`config.mk`:
```
export PLATFORM = sky130hd
export DESIGN_NAME = bist16_engine
export DESIGN_NICKNAME = d
export VERILOG_FILES = /design/src/rtl/bist16_pkg.sv /design/src/rtl/bist16_engine_lfsr16.sv /design/src/rtl/bist16_engine.sv
export SDC_FILE = /design/constraint.sdc
export NUM_CORES = 1
export LEC_CHECK = 0
export CAP_MARGIN = 20
export CORE_ASPECT_RATIO = 1.2
export CORE_MARGIN = 1.5
export CORE_UTILIZATION = 50
export DETAILED_ROUTE_END_ITERATION = 16
export GPL_TIMING_DRIVEN = 0
export PLACE_DENSITY = 0.79
export REMOVE_ABC_BUFFERS = 1
export SYNTH_ARGS = -nofsm -noshare
export SYNTH_HDL_FRONTEND = slang
export SYNTH_SLANG_ARGS = --single-unit
export TNS_END_PERCENT = 30
```
`constraint.sdc`:
```
create_clock -name clk -period 3.29 [get_ports clk]
set_input_delay 0.658 -clock clk [delete_from_list [all_inputs] [get_ports clk]]
set_output_delay 0.658 -clock clk [all_outputs]
set_load 0.02 [all_outputs]
```
`src/rtl/bist16_pkg.sv`:
```
// Shared encodings and helpers for the 16-bit logic-part self-test engine.
package bist16_pkg;

  localparam logic [1:0]  OP_AND    = 2'd0;
  localparam logic [1:0]  OP_OR     = 2'd1;
  localparam logic [1:0]  OP_XOR    = 2'd2;
  localparam logic [1:0]  OP_NOT    = 2'd3;
  localparam logic [15:0] LFSR_TAPS = 16'hB400;

  typedef enum logic [1:0] {
    ST_IDLE = 2'd0,
    ST_RUN  = 2'd1,
    ST_DONE = 2'd2
  } state_t;

  // One step of the right-shifting Galois LFSR; nonzero states never reach 0.
  function automatic logic [15:0] lfsr_next(input logic [15:0] q);
    return {1'b0, q[15:1]} ^ (q[0] ? LFSR_TAPS : 16'h0000);
  endfunction

  // Reference result of the part under test; NOT ignores b.
  function automatic logic [15:0] golden(input logic [1:0] op,
                                         input logic [15:0] a,
                                         input logic [15:0] b);
    logic [15:0] r;
    case (op)
      OP_AND:  r = a & b;
      OP_OR:   r = a | b;
      OP_XOR:  r = a ^ b;
      default: r = ~a;
    endcase
    return r;
  endfunction

endpackage

```
`src/rtl/bist16_engine_lfsr16.sv`:
```
// 16-bit Galois LFSR operand generator with seed load; a zero seed maps to 1.
module lfsr16
  import bist16_pkg::*;
(
  input  logic        clk,
  input  logic        rst_n,
  input  logic        load,
  input  logic [15:0] seed,
  input  logic        step,
  output logic [15:0] q
);

  // Load has priority over step so a restart always begins at the seed.
  always_ff @(posedge clk or negedge rst_n) begin
    if (!rst_n)    q <= 16'h0000;
    else if (load) q <= (seed == 16'h0000) ? 16'h0001 : seed;
    else if (step) q <= lfsr_next(q);
  end

endmodule

```
`src/rtl/bist16_engine.sv`:
```
// Self-test engine: drives LFSR operands into a 16-bit logic part, checks
// its result one cycle later against the golden op, counts and logs failures.
module bist16_engine
  import bist16_pkg::*;
#(
  parameter int          NVEC   = 10000,
  parameter logic [15:0] SEED_A = 16'hACE1,
  parameter logic [15:0] SEED_B = 16'h1D2B,
  parameter logic [1:0]  OP     = OP_OR
) (
  input  logic        clk,
  input  logic        rst_n,
  input  logic        start,
  input  logic        abort,
  output logic [15:0] a,
  output logic [15:0] b,
  input  logic [15:0] dut_out,
  output logic        busy,
  output logic        done,
  output logic        pass,
  output logic [15:0] fail_cnt,
  output logic [15:0] vec_cnt,
  output logic        ff_valid,
  output logic [15:0] ff_a,
  output logic [15:0] ff_b,
  output logic [15:0] ff_out
);

  localparam logic [15:0] LAST_VEC = 16'(NVEC - 1);

  state_t state;
  logic   mismatch, last_vec, run_cmp, launch, adv;

  assign mismatch = (dut_out != golden(OP, a, b));
  assign last_vec = (vec_cnt == LAST_VEC);
  assign run_cmp  = (state == ST_RUN) && !abort;
  assign launch   = (state != ST_RUN) && start && !abort;
  // The final vector stays on the operand bus after the run completes.
  assign adv      = run_cmp && !last_vec;

  lfsr16 u_lfsr_a (.clk(clk), .rst_n(rst_n), .load(launch), .seed(SEED_A), .step(adv), .q(a));
  lfsr16 u_lfsr_b (.clk(clk), .rst_n(rst_n), .load(launch), .seed(SEED_B), .step(adv), .q(b));

  // Run control, comparison counters and first-failure capture.
  always_ff @(posedge clk or negedge rst_n) begin
    if (!rst_n) begin
      state    <= ST_IDLE;
      busy     <= 1'b0;
      done     <= 1'b0;
      pass     <= 1'b0;
      fail_cnt <= 16'h0000;
      vec_cnt  <= 16'h0000;
      ff_valid <= 1'b0;
      ff_a     <= 16'h0000;
      ff_b     <= 16'h0000;
      ff_out   <= 16'h0000;
    end else begin
      case (state)
        ST_RUN: begin
          if (abort) begin
            // Counters are left untouched so software can read where it stopped.
            state <= ST_IDLE;
            busy  <= 1'b0;
          end else begin
            if (mismatch) begin
              if (fail_cnt != 16'hFFFF) fail_cnt <= fail_cnt + 16'd1;
              if (!ff_valid) begin
                ff_valid <= 1'b1;
                ff_a     <= a;
                ff_b     <= b;
                ff_out   <= dut_out;
              end
            end
            vec_cnt <= vec_cnt + 16'd1;
            if (last_vec) begin
              state <= ST_DONE;
              busy  <= 1'b0;
              done  <= 1'b1;
              pass  <= (fail_cnt == 16'h0000) && !mismatch;
            end
          end
        end
        default: begin
          // IDLE and DONE behave alike; abort beats start.
          if (abort) begin
            state <= ST_IDLE;
            done  <= 1'b0;
            pass  <= 1'b0;
          end else if (start) begin
            state    <= ST_RUN;
            busy     <= 1'b1;
            done     <= 1'b0;
            pass     <= 1'b0;
            fail_cnt <= 16'h0000;
            vec_cnt  <= 16'h0000;
            ff_valid <= 1'b0;
            ff_a     <= 16'h0000;
            ff_b     <= 16'h0000;
            ff_out   <= 16'h0000;
          end
        end
      endcase
    end
  end

endmodule

```
==> impl_metrics.tcl, run 1 <==
set metrics [dict create \
    final_hold_viol_count 0 \
    synth-main-ff-cell "dfrtp_1" \
    via_count 4836 \
    gr-usage-all-layers_pct 26.4 \
    worstRegToRegCells 8 \
    instances_no_fill 808 \
    p_per_area_mw_per_mm2 645 \
    crit_path_end_kind "flop" \
    antenna_found_initial 0 \
    slew_viol_final 0 \
    reg2reg_to "ff_a[0]" \
    drive_above_1_share_pct 8.39 \
    worstSetupPathType "reg2reg" \
    area_delta_synth_final_pct 36.5 \
    cts_tree "yes" \
    p_leak_nw 3.20 \
    cp_num_buf_inv 2 \
    grt_pass1_vias 4707 \
    seq_area_frac_synth_pct 54.0 \
    via_per_inst 5.99 \
    synth_area_mm2 0.00547 \
    holdWs_ns 0.151 \
    syn_avg_cell_area_um2 10.1 \
    worst-path-stages 8 \
    placedCellCount 776 \
    rows 41 \
    drc 0 \
    antenna-diode-count 0 \
    clk_path_buf_depth 2 \
    peakVddDrop_uv 375 \
    rsz0062_at_grt "false" \
    cap_violations 0 \
    period_share_pct 95.4 \
    r2r_slack_ns 0.15 \
    hold_class "in2async" \
    cp_common_cell "buf_6" \
    syn-instance-count 541 \
    numCtsBuffers 17 \
    finalWeightedCongestion 0.846 \
    grt_pass1_wl_mm 24.5 \
    path_cells "and2b_1, o21ai_1, nor4_2, and4_1, nor4_4, buf_6, buf_6, a22o_1" \
    cts.clk_slew.worst_paths_ns 0.05 \
    synth_top_family_by_area "compound AO/OA/AOI/OAI gates" \
    htreeDepth 4 \
    first_iter_violations 187 \
    crit_fanout 20 \
    outcome "complete, no violations" \
    dr.pass1.iters 6 \
    synth_xor_area_share_pct 3.04 \
    fin_total_pwr_mw 4.81 \
    place_ws_ns -0.563 \
    max_slew_margin_pct 28.1 \
    slowest_stage "and4_1" \
    post_synth_fa_ha_maj_area_fraction_pct 0.687 \
    cp-startpoint "state[1]" \
    synth_edf_count 0 \
    postCtsHoldBufs 0 \
    regArea_mm2 0.00295 \
    synth_warnings 0 \
    cts_root_buffer "clkbuf_16" \
    startpoint_type "flop" \
    core_area_mm2 0.0106 \
    worst_pin_slew_ns 1.08 \
    die_area_mm2 0.0116 \
    worst_setup_path_endpoint "ff_a[0]" \
    grt_start_max_net_pins 79 \
    fillers 795 \
    crit_arrival_ns 3.44 \
    ys_ff_latch 118 \
    wire_per_inst_um 18.4 \
    layout.nets 689 \
    numPortBuffers 135 \
    grt_overflow 0 \
    clock_sinks 118 \
    dp_hpwl_mm 9.66 \
    r2r_start "state[1]" \
    post-route-util_pct 70.6 \
    finalSetupTns_ns 0 \
    initial_utilization_pct 51.7 \
    synth-async-reset-ratio_pct 100 \
    skew_ns 0.00723 \
    synth-compound-area-share_pct 18.3 \
    drtAntennaViolNets 0 \
    worstSkewPairLatency_ns 0.42 \
    multi_input_area_mm2 0.00231 \
    path_delay_family "simple AND/OR/NAND/NOR gates" \
    required_ns 3.59 \
    setup_viol_count_final 0 \
    place_area_mm2 0.00689 \
    yosys.area_share.simple_pct 18.2 \
    max_freq_mhz 318 \
    die_h_um 118 \
    period_needed_ns 3.14 \
    critPathMaxStageDelay_ns 0.73 \
    die_w_um 98.5 \
    routed_wl_mm 14.8 \
    synth_cell_types 46 \
    setup_ws_ns 0.150 \
    ios 136 \
    synth_mux_area_share_pct 1.69 \
    fin_area_mm2 0.00746 \
]
registers in the layout (all words and copies together), names as in the netlist:
register and cells:
fail_cnt 16, ff_valid 1, state 2, done 1, u_lfsr_b.q 16, ff_b 16, u_lfsr_a.q 16, busy 1
ff_a 16, ff_out 16, pass 1, vec_cnt 16
per-layer routing:
| layer | part of all wire (%) | global-route usage [%] |
|---|---|---|
| met5 | 0 | 0 |
| met4 | 1.3 | 7.31 |
| met3 | 7.5 | 7.90 |
| met2 | 49 | 41.2 |
| met1 | 42 | 35.8 |
layout make-up:
type	count	share of cell area, %
tap	129	2.16
inverter	4	0.201
sequential	118	39.6
multi-input combinational	383	31.0
clock buffer	17	5.70
clock inverter	15	1.86
timing repair buffer	142	19.5
worst register-to-register path, stage by stage (launching register included):
cell and delay (ns):
dfrtp_1 0.38, and2b_1 0.68, o21ai_1 0.22, nor4_2 0.26, and4_1 0.73, nor4_4 0.19, buf_6 0.23, buf_6 0.15
a22o_1 0.19
placed cells by master, fill, tap and decap left out, types with 7 or more instances in the layout:
cell type	n
a21oi_1	18
a22o_1	50
a31oi_1	7
clkbuf_16	17
clkdlybuf4s50_1	134
clkinv_2	8
dfrtp_1	118
mux2i_1	7
nand2_1	89
nand3_1	28
nor2_1	35
nor3_1	16
o21ai_0	32
o21ai_1	10
o31ai_1	9
xnor2_1	19
worst min-delay path by stage:
stage	from	depth (start not counted)	slack [ns]	endpoint
3_3_place_gp	busy	2	0.48	busy
3_5_place_dp	busy	2	0.48	busy
5_1_grt	rst_n	1	0.18	ff_a[5]
4_1_cts	rst_n	1	0.16	ff_a[5]
2_1_floorplan	rst_n	0	0.36	busy
6_report	rst_n	1	0.15	ff_b[5]
repair_timing:
action | in CTS | in global routing
cloned | 0 | 0
setup endpoints to repair | 48 | 48
gates resized for setup | 1 | 1
pin swaps | 0 | 0
buffers inserted | 0 | 0
kinds of logic (layout without fill, tap and decap cells):
family                     after synthesis  after routing
AOI/OAI and AO/OA                      145            145
xor gates and xnor gates                19             19
adders and majority gates                3              3
buffers and inverters                   40            178
DFF                                    118            118
muxes                                    9              9
and+or+nand+nor                        207            207
synth_stat cells, types with 4 or more instances:
cell type  instances  share of area, %
a21oi_1           18               1.6
o21ai_0           32               2.9
xnor2_1           19               3.0
nor3_1            18               1.6
and3_1             4              0.46
buf_2              9              0.82
inv_1              4              0.27
a31oi_1            7              0.80
mux2i_1            7               1.3
nand3_1           28               2.6
o31ai_1            9               1.2
nor4_1             4              0.46
a22o_1            50               8.0
buf_6              6               1.2
clkbuf_1          14              0.96
buf_1              4              0.27
nand4_1            6              0.69
nor2_1            35               2.4
o21ai_1           10              0.92
nor4_2             4              0.92
nand2_1           90               6.2
o21a_1             4              0.55
o41ai_1            6              0.96
dfrtp_1          118                54
report_power, final:
part	internal, mW	total (mW)	leakage [nW]	switching [mW]
clock network	1.10	1.76	0.274	0.662
registers	1.65	1.89	1.55	0.245
logic	0.560	1.16	1.37	0.600
total	3.31	4.81	3.20	1.51
No activity file was read; power rests on OpenSTA's default activity.
==> inputs of run 2 (changes only) <==
--- a/config.mk
+++ b/config.mk
@@ -7,8 +7,9 @@
 export LEC_CHECK = 0
 export CAP_MARGIN = 20
 export CORE_ASPECT_RATIO = 1.2
-export CORE_MARGIN = 1.5
+export CORE_MARGIN = 3
 export CORE_UTILIZATION = 50
+export CTS_BUF_LIST = sky130_fd_sc_hd__clkbuf_8
 export DETAILED_ROUTE_END_ITERATION = 16
 export GPL_TIMING_DRIVEN = 0
 export PLACE_DENSITY = 0.79
==> run 2 against run 1 <==
Final cell count down 0.25%. Clock skew rose by 0.0079 ns. Flip-flop and latch count did not move. Register-to-register slack improved by 0.07 ns. Critical path depth shrank 1. Clock power down 18%. Hold slack is essentially flat. Largest power group unchanged. Highest routed layer unchanged.
==> impl_metrics.tcl, run 2 (same netlist as run 1, synthesis figures left out) <==
set metrics [dict create \
    grt_pass1_wl_mm 23.7 \
    dp_hpwl_mm 9.93 \
    max_slew_margin_pct 32.1 \
    startpoint_type "flop" \
    initial_utilization_pct 51.5 \
    finalSetupTns_ns 0 \
    regArea_mm2 0.00295 \
    crit_fanout 21 \
    area_delta_synth_final_pct 33.9 \
    routed_wl_mm 14.4 \
    post-route-util_pct 68.9 \
    final_hold_viol_count 0 \
    die_area_mm2 0.0122 \
    numCtsBuffers 17 \
    antenna_found_initial 0 \
    cts_setup_buffers 0 \
    required_ns 3.60 \
    p_per_area_mw_per_mm2 614 \
    drc 0 \
    p_leak_nw 3.15 \
    max_freq_mhz 325 \
    skew_ns 0.0151 \
    cap_violations 0 \
    grt_pass1_vias 4699 \
    final_common_cell "clkdlybuf4s50_1" \
    rsz0062_at_grt "false" \
    htreeDepth 4 \
    period_share_pct 93.4 \
    period_needed_ns 3.07 \
    grt_overflow 0 \
    most-common-layout-cells "clkdlybuf4s50_1 (134), dfrtp_1 (118), nand2_1 (89)" \
    gr-usage-all-layers_pct 24.4 \
    layout.nets 688 \
    peakVddDrop_uv 378 \
    cts.clk_slew.worst_paths_ns 0.07 \
    fillers 797 \
    core_area_mm2 0.0106 \
    critPathMaxStageDelay_ns 0.71 \
    setup_viol_count_final 0 \
    outcome "complete, no violations" \
    first_iter_violations 257 \
    numPortBuffers 135 \
    slowest_stage "and2b_1" \
    dr.pass1.iters 5 \
    worstSkewPairLatency_ns 0.43 \
    path_cells "and2b_1, o21ai_1, nor4_2, and4_1, nor4_4, buf_6, a22o_1" \
    clk_path_buf_depth 2 \
    postCtsHoldBufs 0 \
    drive_above_1_share_pct 7.98 \
    instances_no_fill 806 \
    placedCellCount 775 \
    hold_class "in2async" \
    slew_viol_final 0 \
    ios 136 \
    path_delay_family "simple AND/OR/NAND/NOR gates" \
    clock_sinks 118 \
    via_per_inst 5.96 \
    die_h_um 121 \
    crit_arrival_ns 3.38 \
    worst_pin_slew_ns 1.02 \
    drtAntennaViolNets 0 \
    grt_start_max_net_pins 76 \
    rows 41 \
    antenna-diode-count 0 \
    die_w_um 101 \
    wire_per_inst_um 17.9 \
    multi_input_area_mm2 0.00231 \
    via_count 4802 \
    cts_root_buffer "clkbuf_8" \
    cp_num_buf_inv 1 \
    crit_path_end_kind "flop" \
    worstSetupPathType "reg2reg" \
    finalWeightedCongestion 0.867 \
    cts_tree "yes" \
]
-- run 2: cell count changes in the layout (fill, tap and decap cells not counted), sizes merged --
cell and change:
buf -1, clkinvlp -3, inv +1, clkbuf +4, bufinv +2, clkinv -5
-- run 2: path summary, 6_finish.rpt --
kind | endpoint | from | cells past startpoint | slack (ns)
worst max register to register | ff_out[15] | state[1] | 7 | 0.22
min in group clk | busy | busy | 2 | 0.49
worst min-delay path | ff_out[5] | rst_n | 1 | 0.15
worst max-delay path | ff_out[15] | state[1] | 7 | 0.22
max in group asynchronous | u_lfsr_a.q[15] | rst_n | 2 | 2.44
worst min register to register | busy | busy | 2 | 0.49
-- run 2: final cells by class --
| cell class | count | share of cell area (%) |
|---|---|---|
| inverters | 4 | 0.205 |
| clock buffers | 21 | 3.95 |
| flip-flops and latches | 118 | 40.3 |
| repair buffers | 141 | 19.6 |
| well taps | 129 | 2.20 |
| multi-input cells | 383 | 31.6 |
| clock inverters | 10 | 2.07 |
-- run 2: metal layers --
layer	share of wire, %	vias to the layer above	wire length, um	GRT usage (%)
li1	-	2205	-	-
met1	44	2389	6340	33.6
met2	49	196	7070	38.2
met3	6.1	12	881	5.71
met4	0.69	0	100	7.40
met5	0	-	0	0
-- run 2: report_power, final --
part           switching (mW)  internal (mW)  leakage [nW]
logic                   0.596          0.559          1.37
clock network           0.558          0.895         0.229
registers               0.245           1.64          1.55
total                    1.40           3.10          3.15
-- run 2: what timing repair did --
item,CTS,global route
pin swaps,0,0
endpoints found under the setup margin,48,48
resized for setup,1,1
-- run 2: worst register-to-register path, stage by stage, from the launching register on --
cell	delay, ns
dfrtp_1	0.39
and2b_1	0.71
o21ai_1	0.21
nor4_2	0.29
and4_1	0.70
nor4_4	0.21
buf_6	0.26
a22o_1	0.21
-- run 2: stage by stage --
step | hold WS (ns) | instance area [um^2] | power [mW] | setup WS (ns)
2_1_floorplan | 0.362 | 5260 | 2.45 | 0.136
4_1_cts | 0.135 | 7320 | 4.54 | 0.160
5_1_grt | 0.152 | 7320 | 4.71 | 0.0362
6_report | 0.151 | 7320 | 4.50 | 0.217
3_5_place_dp | 0.486 | 6870 | 3.08 | -0.534
3_3_place_gp | 0.476 | 6780 | 3.03 | -2.87
==> inputs of run 3 (changes only) <==
--- a/config.mk
+++ b/config.mk
@@ -5,11 +5,11 @@
 export SDC_FILE = /design/constraint.sdc
 export NUM_CORES = 1
 export LEC_CHECK = 0
-export CAP_MARGIN = 20
 export CORE_ASPECT_RATIO = 1.2
 export CORE_MARGIN = 3
 export CORE_UTILIZATION = 50
 export CTS_BUF_LIST = sky130_fd_sc_hd__clkbuf_8
+export CTS_CLUSTER_SIZE = 30
 export DETAILED_ROUTE_END_ITERATION = 16
 export GPL_TIMING_DRIVEN = 0
 export PLACE_DENSITY = 0.79
==> run 3 against run 2 <==
First-iteration DRC count is 3.1% higher. Clock skew shrank 0.0010 ns. Global-route usage up 0.19 points. Core utilization decreased by 0.31 points. Final area fell by 0.44%. Maximum frequency is 2.0% lower. Largest power group unchanged.
==> impl_metrics.tcl, run 3 (same netlist as run 1, synthesis figures left out) <==
set metrics [dict create \
    post_cts_resize_count 1 \
    worstSkewPairLatency_ns 0.44 \
    startpoint_type "flop" \
    finalWeightedCongestion 0.867 \
    instances_no_fill 807 \
    slew_viol_final 0 \
    cts_tree "yes" \
    wire_per_inst_um 18.0 \
    final_hold_viol_count 0 \
    p_per_area_mw_per_mm2 604 \
    cts_root_buffer "clkbuf_8" \
    die_w_um 101 \
    dr.pass1.iters 5 \
    rsz0062_at_grt "false" \
    crit_path_end_kind "flop" \
    hold_class "in2async" \
    outcome "complete, no violations" \
    gr-usage-all-layers_pct 24.5 \
    clk_path_buf_depth 2 \
    period_needed_ns 3.14 \
    peakVddDrop_uv 299 \
    final_common_cell "clkdlybuf4s50_1" \
    cts.clk_slew.worst_paths_ns 0.07 \
    period_share_pct 95.3 \
    drc 0 \
    area_delta_synth_final_pct 33.3 \
    most-common-layout-cells "clkdlybuf4s50_1 (134), dfrtp_1 (118), nand2_1 (89)" \
    die_h_um 121 \
    initial_utilization_pct 51.5 \
    numPortBuffers 135 \
    skew_ns 0.0141 \
    worstSetupPathType "reg2reg" \
    clock_sinks 118 \
    grt_start_max_net_pins 76 \
    grt_overflow 0 \
    cap_violations 0 \
    max_freq_mhz 319 \
    rows 41 \
    htreeDepth 4 \
    fin_total_pwr_mw 4.41 \
    dp_hpwl_mm 9.91 \
    antenna-diode-count 0 \
    numCtsBuffers 17 \
    drive_above_1_share_pct 8.11 \
    grt_pass1_vias 4686 \
    drtAntennaViolNets 0 \
    via_per_inst 5.97 \
    required_ns 3.61 \
    setup_viol_count_final 0 \
    antenna_found_initial 0 \
    r2r_start "state[1]" \
    first_iter_violations 265 \
    crit_arrival_ns 3.45 \
    layout.nets 688 \
    cts_setup_buffers 0 \
    cp-startpoint "state[1]" \
    p_leak_nw 3.13 \
    grt_pass1_wl_mm 23.8 \
    placedCellCount 775 \
    postCtsHoldBufs 0 \
    worst_pin_slew_ns 0.995 \
    via_count 4820 \
    die_area_mm2 0.0122 \
    ios 136 \
    routed_wl_mm 14.5 \
    crit_fanout 21 \
    max_slew_margin_pct 33.6 \
    core_area_mm2 0.0106 \
]
## run 3: cell count changes in the layout (fill, tap and decap cells not counted)
cell / previous run / this run
clkbuf_8: 21 / 18
clkinvlp_4: 1 / 2
clkinv_2: 4 / 5
clkinv_4: 0 / 3
bufinv_16: 4 / 3
## run 3: metrics by stage
stage | utilization [%] | setup WS, ns | hold slack [ns] | instance area (um^2) | TNS (ns)
3_3_place_gp | 63.8 | -2.87 | 0.476 | 6780 | -421.72
3_5_place_dp | 64.7 | -0.540 | 0.486 | 6870 | -24.96
5_1_grt | 68.6 | 0.00741 | 0.139 | 7290 | 0
4_1_cts | 68.6 | 0.167 | 0.128 | 7280 | 0
6_report | 68.6 | 0.155 | 0.132 | 7290 | 0
2_1_floorplan | - | 0.136 | 0.362 | 5260 | 0
## run 3: final cells by class
cell class | instances | area (um^2)
clock buffer | 18 | 248
clock inverter | 14 | 160
sequential | 118 | 2950
multi-input combinational | 383 | 2310
inverter | 4 | 15.0
fill | 825 | 3330
timing repair buffer | 141 | 1440
tap | 129 | 161
## run 3: layer usage
layer	GRT usage, %	wire length (um)	vias up
met1	33.6	6390	2376
met3	6.46	985	18
li1	-	-	2206
met4	7.15	186	0
met5	0	0	-
met2	38.5	6980	220
## run 3: worst max-delay path, cell delays in order (launching register included)
cell     delay, ns
dfrtp_1       0.39
and2b_1       0.73
o21ai_1       0.21
nor4_2        0.31
and4_1        0.71
nor4_4        0.21
buf_6         0.25
a22o_1        0.20
## run 3: worst paths after layout
| path | end | slack [ns] | cells past startpoint |
|---|---|---|---|
| min in group clk | ff_out[13] | 0.51 | 1 |
| worst max register to register | ff_out[10] | 0.15 | 7 |
| worst min register to register | ff_out[13] | 0.51 | 1 |
| max in group asynchronous | vec_cnt[15] | 2.45 | 2 |
| worst max-delay path | ff_out[10] | 0.15 | 7 |
| worst min-delay path | ff_a[6] | 0.13 | 1 |
## run 3: power by group
| part | internal, mW | switching (mW) |
|---|---|---|
| Sequential | 1.64 | 0.245 |
| Combinational | 0.559 | 0.596 |
| Clock | 0.761 | 0.601 |
| Total | 2.96 | 1.44 |
